--- src/rtl/partial_signature_combiner.sv ---
// ---------------------------------------------------------------------------
// partial_signature_combiner
//   Threshold combiner for partial signatures. A session is opened for one
//   message hash and signing type. Shares arrive over a valid/ready handshake
//   and are summed modulo 2^256 until THRESHOLD distinct shards have
//   contributed. The sum is then published on signature_out with a done pulse.
//   Duplicate, out-of-range or type-mismatched shares are discarded. A session
//   that sees no accepted share for TIMEOUT_CYCLES cycles is aborted.
//
//   Optional feature macro: COMBINER_HASH_BINDING_EN
//     Adds the share_hash input. A share whose hash differs from the latched
//     message hash is discarded like any other bad share.
// ---------------------------------------------------------------------------
module partial_signature_combiner #(
   parameter int NUM_SHARDS     = 3,
   parameter int THRESHOLD      = 2,
   parameter int TIMEOUT_CYCLES = 1024
) (
   input  logic         clk,
   input  logic         reset,
   input  logic         start,
   input  logic [1:0]   signing_type,
   input  logic [127:0] message_hash,
   input  logic         share_valid,
   output logic         share_ready,
   input  logic [3:0]   share_index,
   input  logic [1:0]   share_type,
   input  logic [255:0] share_sig,
`ifdef COMBINER_HASH_BINDING_EN
   input  logic [127:0] share_hash,
`endif
   output logic         share_rejected,
   output logic         busy,
   output logic [255:0] signature_out,
   output logic         done,
   output logic         error,
   output logic [1:0]   error_code
);

   localparam logic [1:0] ST_IDLE    = 2'd0;
   localparam logic [1:0] ST_COLLECT = 2'd1;
   localparam logic [1:0] ST_COMBINE = 2'd2;

   localparam int CNT_W = $clog2(NUM_SHARDS + 1);
   localparam int TMO_W = $clog2(TIMEOUT_CYCLES + 1);

   localparam logic [4:0]       NUM_SHARDS_C = 5'(NUM_SHARDS);
   localparam logic [CNT_W-1:0] THRESHOLD_C  = CNT_W'(THRESHOLD);
   localparam logic [TMO_W-1:0] TMO_LAST_C   = TMO_W'(TIMEOUT_CYCLES - 1);

   localparam logic [1:0] TYPE_ILLEGAL = 2'b11;
   localparam logic [1:0] ERR_TIMEOUT  = 2'b01;
   localparam logic [1:0] ERR_TYPE     = 2'b10;

   logic [1:0]            state_q,   state_d;
   logic [255:0]          acc_q,     acc_d;
   logic [NUM_SHARDS-1:0] seen_q,    seen_d;
   logic [CNT_W-1:0]      cnt_q,     cnt_d;
   logic [TMO_W-1:0]      tmo_q,     tmo_d;
   logic [1:0]            type_q,    type_d;
   logic [255:0]          sig_q,     sig_d;
   logic                  done_q,    done_d;
   logic                  err_q,     err_d;
   logic [1:0]            code_q,    code_d;
   logic                  rej_q,     rej_d;
`ifdef COMBINER_HASH_BINDING_EN
   logic [127:0]          hash_q,    hash_d;
`endif

   // Seen bitmap widened to the full index range so any 4-bit index is legal.
   logic [15:0] seen_ext;
   logic [15:0] seen_set;
   logic        handshake;
   logic        share_ok;

   // Classify the share on the bus: in range, not yet seen, matching session.
   always_comb begin
      // NOTE: every signal assigned in always_comb gets a default first so no latch is inferred.
      seen_ext                 = '0;
      seen_ext[NUM_SHARDS-1:0] = seen_q;
      seen_set                 = seen_ext | (16'd1 << share_index);
      handshake                = share_valid && share_ready;
      share_ok                 = ({1'b0, share_index} < NUM_SHARDS_C)
                                 && !seen_ext[share_index]
                                 && (share_type == type_q);
`ifdef COMBINER_HASH_BINDING_EN
      share_ok                 = share_ok && (share_hash == hash_q);
`endif
   end

   // Next-state logic for the session FSM and its datapath.
   always_comb begin
      state_d = state_q;
      acc_d   = acc_q;
      seen_d  = seen_q;
      cnt_d   = cnt_q;
      tmo_d   = tmo_q;
      type_d  = type_q;
      sig_d   = sig_q;
      done_d  = 1'b0;
      err_d   = 1'b0;
      code_d  = code_q;
      rej_d   = 1'b0;
`ifdef COMBINER_HASH_BINDING_EN
      hash_d  = hash_q;
`endif
      case (state_q)
         ST_IDLE: begin
            if (start) begin
               if (signing_type == TYPE_ILLEGAL) begin
                  err_d  = 1'b1;
                  code_d = ERR_TYPE;
               end else begin
                  type_d  = signing_type;
`ifdef COMBINER_HASH_BINDING_EN
                  hash_d  = message_hash;
`endif
                  acc_d   = '0;
                  seen_d  = '0;
                  cnt_d   = '0;
                  tmo_d   = '0;
                  state_d = ST_COLLECT;
               end
            end
         end
         ST_COLLECT: begin
            if (handshake && share_ok) begin
               // An accept beats a simultaneous timeout expiry.
               acc_d  = acc_q + share_sig;
               seen_d = seen_set[NUM_SHARDS-1:0];
               cnt_d  = cnt_q + 1'b1;
               tmo_d  = '0;
               if (cnt_d == THRESHOLD_C) begin
                  state_d = ST_COMBINE;
               end
            end else begin
               rej_d = handshake;
               if (tmo_q == TMO_LAST_C) begin
                  err_d   = 1'b1;
                  code_d  = ERR_TIMEOUT;
                  acc_d   = '0;
                  state_d = ST_IDLE;
               end else begin
                  tmo_d = tmo_q + 1'b1;
               end
            end
         end
         ST_COMBINE: begin
            sig_d   = acc_q;
            done_d  = 1'b1;
            state_d = ST_IDLE;
         end
         default: begin
            state_d = ST_IDLE;
         end
      endcase
   end

   // State and output registers; reset aborts any session immediately.
   always_ff @(posedge clk or posedge reset) begin
      if (reset) begin
         // NOTE: the accumulator is plain flops, so it is reset with everything else rather than left undefined.
         state_q <= ST_IDLE;
         acc_q   <= '0;
         seen_q  <= '0;
         cnt_q   <= '0;
         tmo_q   <= '0;
         type_q  <= '0;
         sig_q   <= '0;
         done_q  <= 1'b0;
         err_q   <= 1'b0;
         code_q  <= '0;
         rej_q   <= 1'b0;
`ifdef COMBINER_HASH_BINDING_EN
         hash_q  <= '0;
`endif
      end else begin
         // NOTE: sequential state uses non-blocking assignments so all flops update together at the edge.
         state_q <= state_d;
         acc_q   <= acc_d;
         seen_q  <= seen_d;
         cnt_q   <= cnt_d;
         tmo_q   <= tmo_d;
         type_q  <= type_d;
         sig_q   <= sig_d;
         done_q  <= done_d;
         err_q   <= err_d;
         code_q  <= code_d;
         rej_q   <= rej_d;
`ifdef COMBINER_HASH_BINDING_EN
         hash_q  <= hash_d;
`endif
      end
   end

   assign share_ready    = (state_q == ST_COLLECT);
   assign busy           = (state_q != ST_IDLE);
   assign share_rejected = rej_q;
   assign signature_out  = sig_q;
   assign done           = done_q;
   assign error          = err_q;
   assign error_code     = code_q;

endmodule

--- config.mk ---
export PLATFORM = sky130hd
export DESIGN_NAME = partial_signature_combiner
export DESIGN_NICKNAME = d
export VERILOG_FILES = /design/src/rtl/partial_signature_combiner.sv
export SDC_FILE = /design/constraint.sdc
export NUM_CORES = 2
export LEC_CHECK = 0
export ABC_AREA = 1
export BUFFER_PORTS_ARGS = -buffer_cell sky130_fd_sc_hd__buf_2
export CORE_MARGIN = 5
export CORE_UTILIZATION = 45
export DETAILED_ROUTE_END_ITERATION = 10
export PLACE_DENSITY = 0.74
export SYNTH_ARGS = -nofsm -noshare
export SYNTH_HDL_FRONTEND = slang
export SYNTH_SLANG_ARGS = --single-unit
export TNS_END_PERCENT = 20
--- constraint.sdc ---
create_clock -name clk -period 13.6 [get_ports clk]
set_clock_uncertainty 0.05 [all_clocks]
set_input_delay 0 -clock clk [delete_from_list [all_inputs] [get_ports clk]]
set_output_delay 0 -clock clk [all_outputs]
set_load 0.03 [all_outputs]
==> results.json <==
{
  "ys_types": 38,
  "async_flop_share_pct": 100,
  "p_leak_nw": 37.0,
  "initial_core_util_pct": 45.3,
  "total_power_mw": 5.51,
  "synth_seq_cells": 537,
  "hold_violations": 0,
  "path_cells": "ha_1 -> nand2_1 -> inv_1 -> nand2_1 -> nand2_1 -> nand2_1 -> nand2_1 -> a21oi_1 -> nor2_1 -> nor2_1 -> nand2_1 -> a21oi_1 -> nand3_1 -> nand3_1 -> nand2_1",
  "worstSetupStartpointType": "flop",
  "status": "finished, final reports clean",
  "cpMostUsedCell": "nand2_1",
  "worstSetupPathType": "reg2reg",
  "cp.arrival_ns": 5.49,
  "endpoint_kind": "flop",
  "synth_flop_cell": "dfrtp_1",
  "cp.required_ns": 14.11,
  "drc": 0,
  "p_per_area_mw_per_mm2": 90.5,
  "final_cells": 12000,
  "final_antenna_net_count": 0,
  "place_congestion": 1.13,
  "cts.sinks": 537,
  "critical-path-max-stage-delay_ns": 1.08,
  "drv_slew": 0,
  "synth_area_leaders": "nand2_1, dfrtp_1, inv_1",
  "worst_path_max_delay_cell": "a21oi_1",
  "ir_worst_vdd_mv": 0.129,
  "fmax_ghz": 0.201,
  "drt_iter0_drc": 7946,
  "grt_pass1_vias": 58500,
  "synth.top_cell.area_share_pct": 31.3,
  "synth_top_area_cell": "nand2_1",
  "seq_area_frac_synth_pct": 25.9,
  "cp_num_buf_inv": 1,
  "syn_area_per_cell_um2": 5.39,
  "fin_util_pct": 53.3,
  "grt_usage_pct": 44.7,
  "hpwl_um": 236000,
  "htreeDepth": 2,
  "r2r_slack_ns": 8.62,
  "worst_pin_slew_ns": 1.46,
  "synth_area_mm2": 0.0518,
  "hold_path.class": "in2reg",
  "coreArea_mm2": 0.114,
  "syn_nets": 10300,
  "min_period_over_period_pct": 36.6,
  "fin_crit_ns": 4.98,
  "die_width_um": 349,
  "grt_max_degree": 162,
  "totalNegativeSetupSlack_ns": 0,
  "detail_route.wl_per_cell_um": 23.7,
  "overflow": 0,
  "maxSlewHeadroom_pct": 2.62,
  "cts_buffer_depth": 3,
  "timing.hold.ws_ns": 0.0550,
  "cts_tree": "built",
  "yosys_warnings": 0,
  "design_area_mm2": 0.0609,
  "cts_buffers": 61,
  "cp_max_fo": 5,
  "yosysMostFrequentCell": "nand2_1",
  "maxCapViolCount": 0,
  "syn_inst": 9625,
  "antenna_found_initial": 19,
  "setup_violations": 0,
  "die_h_um": 349,
  "io_pins": 659,
  "rsz0062_at_grt": "false",
  "dpl_cell_area_mm2": 0.0561,
  "finalWorstSetupSlack_ns": 8.62,
  "synth-edff-count": 0,
  "dp_cells": 11600,
  "grt_pass1_wl_um": 397000,
  "cpLargestDelayFamily": "compound AO/OA/AOI/OAI gates",
  "wl_um": 283000,
  "post_cts_resized": 0,
  "synthToLayoutAreaGrowth_pct": 17.5,
  "cts.reportedPaths.clkPinSlew_ns": 0.07,
  "worst_skew_pair.late_latency_ns": 0.69,
  "synth_common_cells": "nand2_1, inv_1, nor2_1",
  "dr_total_vias": 63300,
  "rows": 124,
  "nets": 11000,
  "first_pass_iters": 8,
  "vias_per_cell": 5.29,
  "portBuffers": 530,
  "root_buffer": "clkbuf_16",
  "die-area_mm2": 0.122,
  "drive_gt1_share_pct": 6.63,
  "post-place-ws_ns": 9.33,
  "fill_cells": 11900
}
==> where the power goes <==
part,switching [mW],leakage [nW],internal (mW)
clock network,0.777,1.04,1.05
logic,1.42,28.5,0.496
registers,0.0789,7.47,1.69
==> cells by family after synthesis <==
kind of cell,share of synthesized area (%)
xor gates and xnor gates,0.524
and+or+nand+nor,42.3
DFF,25.9
adders and majority gates,6.24
buffers and inverters,18.2
AOI/OAI and AO/OA,6.83
==> placed cells by master (no fill, tap or decap), drive strengths merged, types with 3 or more instances in the layout <==
cell,n
a21oi,293
and2,13
buf,549
bufinv,9
clkbuf,76
clkinv,11
clkinvlp,7
dfrtp,537
diode,7
dlygate4sd3,268
ha,257
inv,2371
nand2,4331
nand3,323
nand3b,31
nand4,7
nor2,821
nor3,70
nor4,16
o21a,3
o21ai,342
o21bai,9
o22ai,36
o32ai,3
or2,21
xnor2,25
xor2,6
==> layer usage <==
metal | GRT usage [%] | vias up | share of wire [%]
met5 | 0 | - | 0.038
met4 | 23.5 | 12 | 6.5
met3 | 14.5 | 673 | 13
met2 | 64.9 | 3717 | 40
met1 | 59.4 | 29200 | 40
li1 | - | 29700 | -
==> area by class of cell <==
| type | count | area, um2 | share of cell area, % |
|---|---|---|---|
| Inverter | 2366 | 8890 | 14.6 |
| Timing Repair Buffer | 817 | 5530 | 9.08 |
| Multi-Input combinational cell | 6612 | 29000 | 47.6 |
| Clock inverter | 32 | 433 | 0.711 |
| Tap cell | 1512 | 1890 | 3.11 |
| Clock buffer | 76 | 1690 | 2.78 |
| Antenna cell | 7 | 17.5 | 0.0288 |
| Sequential cell | 537 | 13400 | 22.1 |
==> sequential cells by signal (all words and copies together), names as in the netlist, 2 cells and up <==
signal and cells:
acc_q 256, signature_out 256, tmo_q 11, seen_q 3, cnt_q 2, error_code 2
state_q 2, type_q 2
==> final timing paths <==
path | startpoint | end | depth (start not counted)
setup / recovery | acc_q[205] | acc_q[227] | 15
hold / removal | share_sig[197] | acc_q[197] | 5
setup reg to reg | acc_q[205] | acc_q[227] | 15
hold reg to reg | signature_out[254] | signature_out[254] | 2
max in group asynchronous | reset | tmo_q[7] | 6
min in group asynchronous | reset | acc_q[156] | 4
==> worst register-to-register path, delay by kind of cell (launching register included) <==
family,cells,cell delay (ns)
AO/OA/AOI/OAI,2,1.97
AND/OR/NAND/NOR,11,1.91
adder cells (fa/ha/maj),1,0.43
flip-flops,1,0.42
buffers and inverters,1,0.06
==> timing repair <==
| action | in CTS | in global routing |
|---|---|---|
| hold buffers | 268 | 0 |
| buffers inserted | 0 | 0 |
| hold endpoints to repair | 305 | 0 |
| setup endpoints to repair | 0 | 0 |
Note: power is estimated with default switching activity, not from simulation.
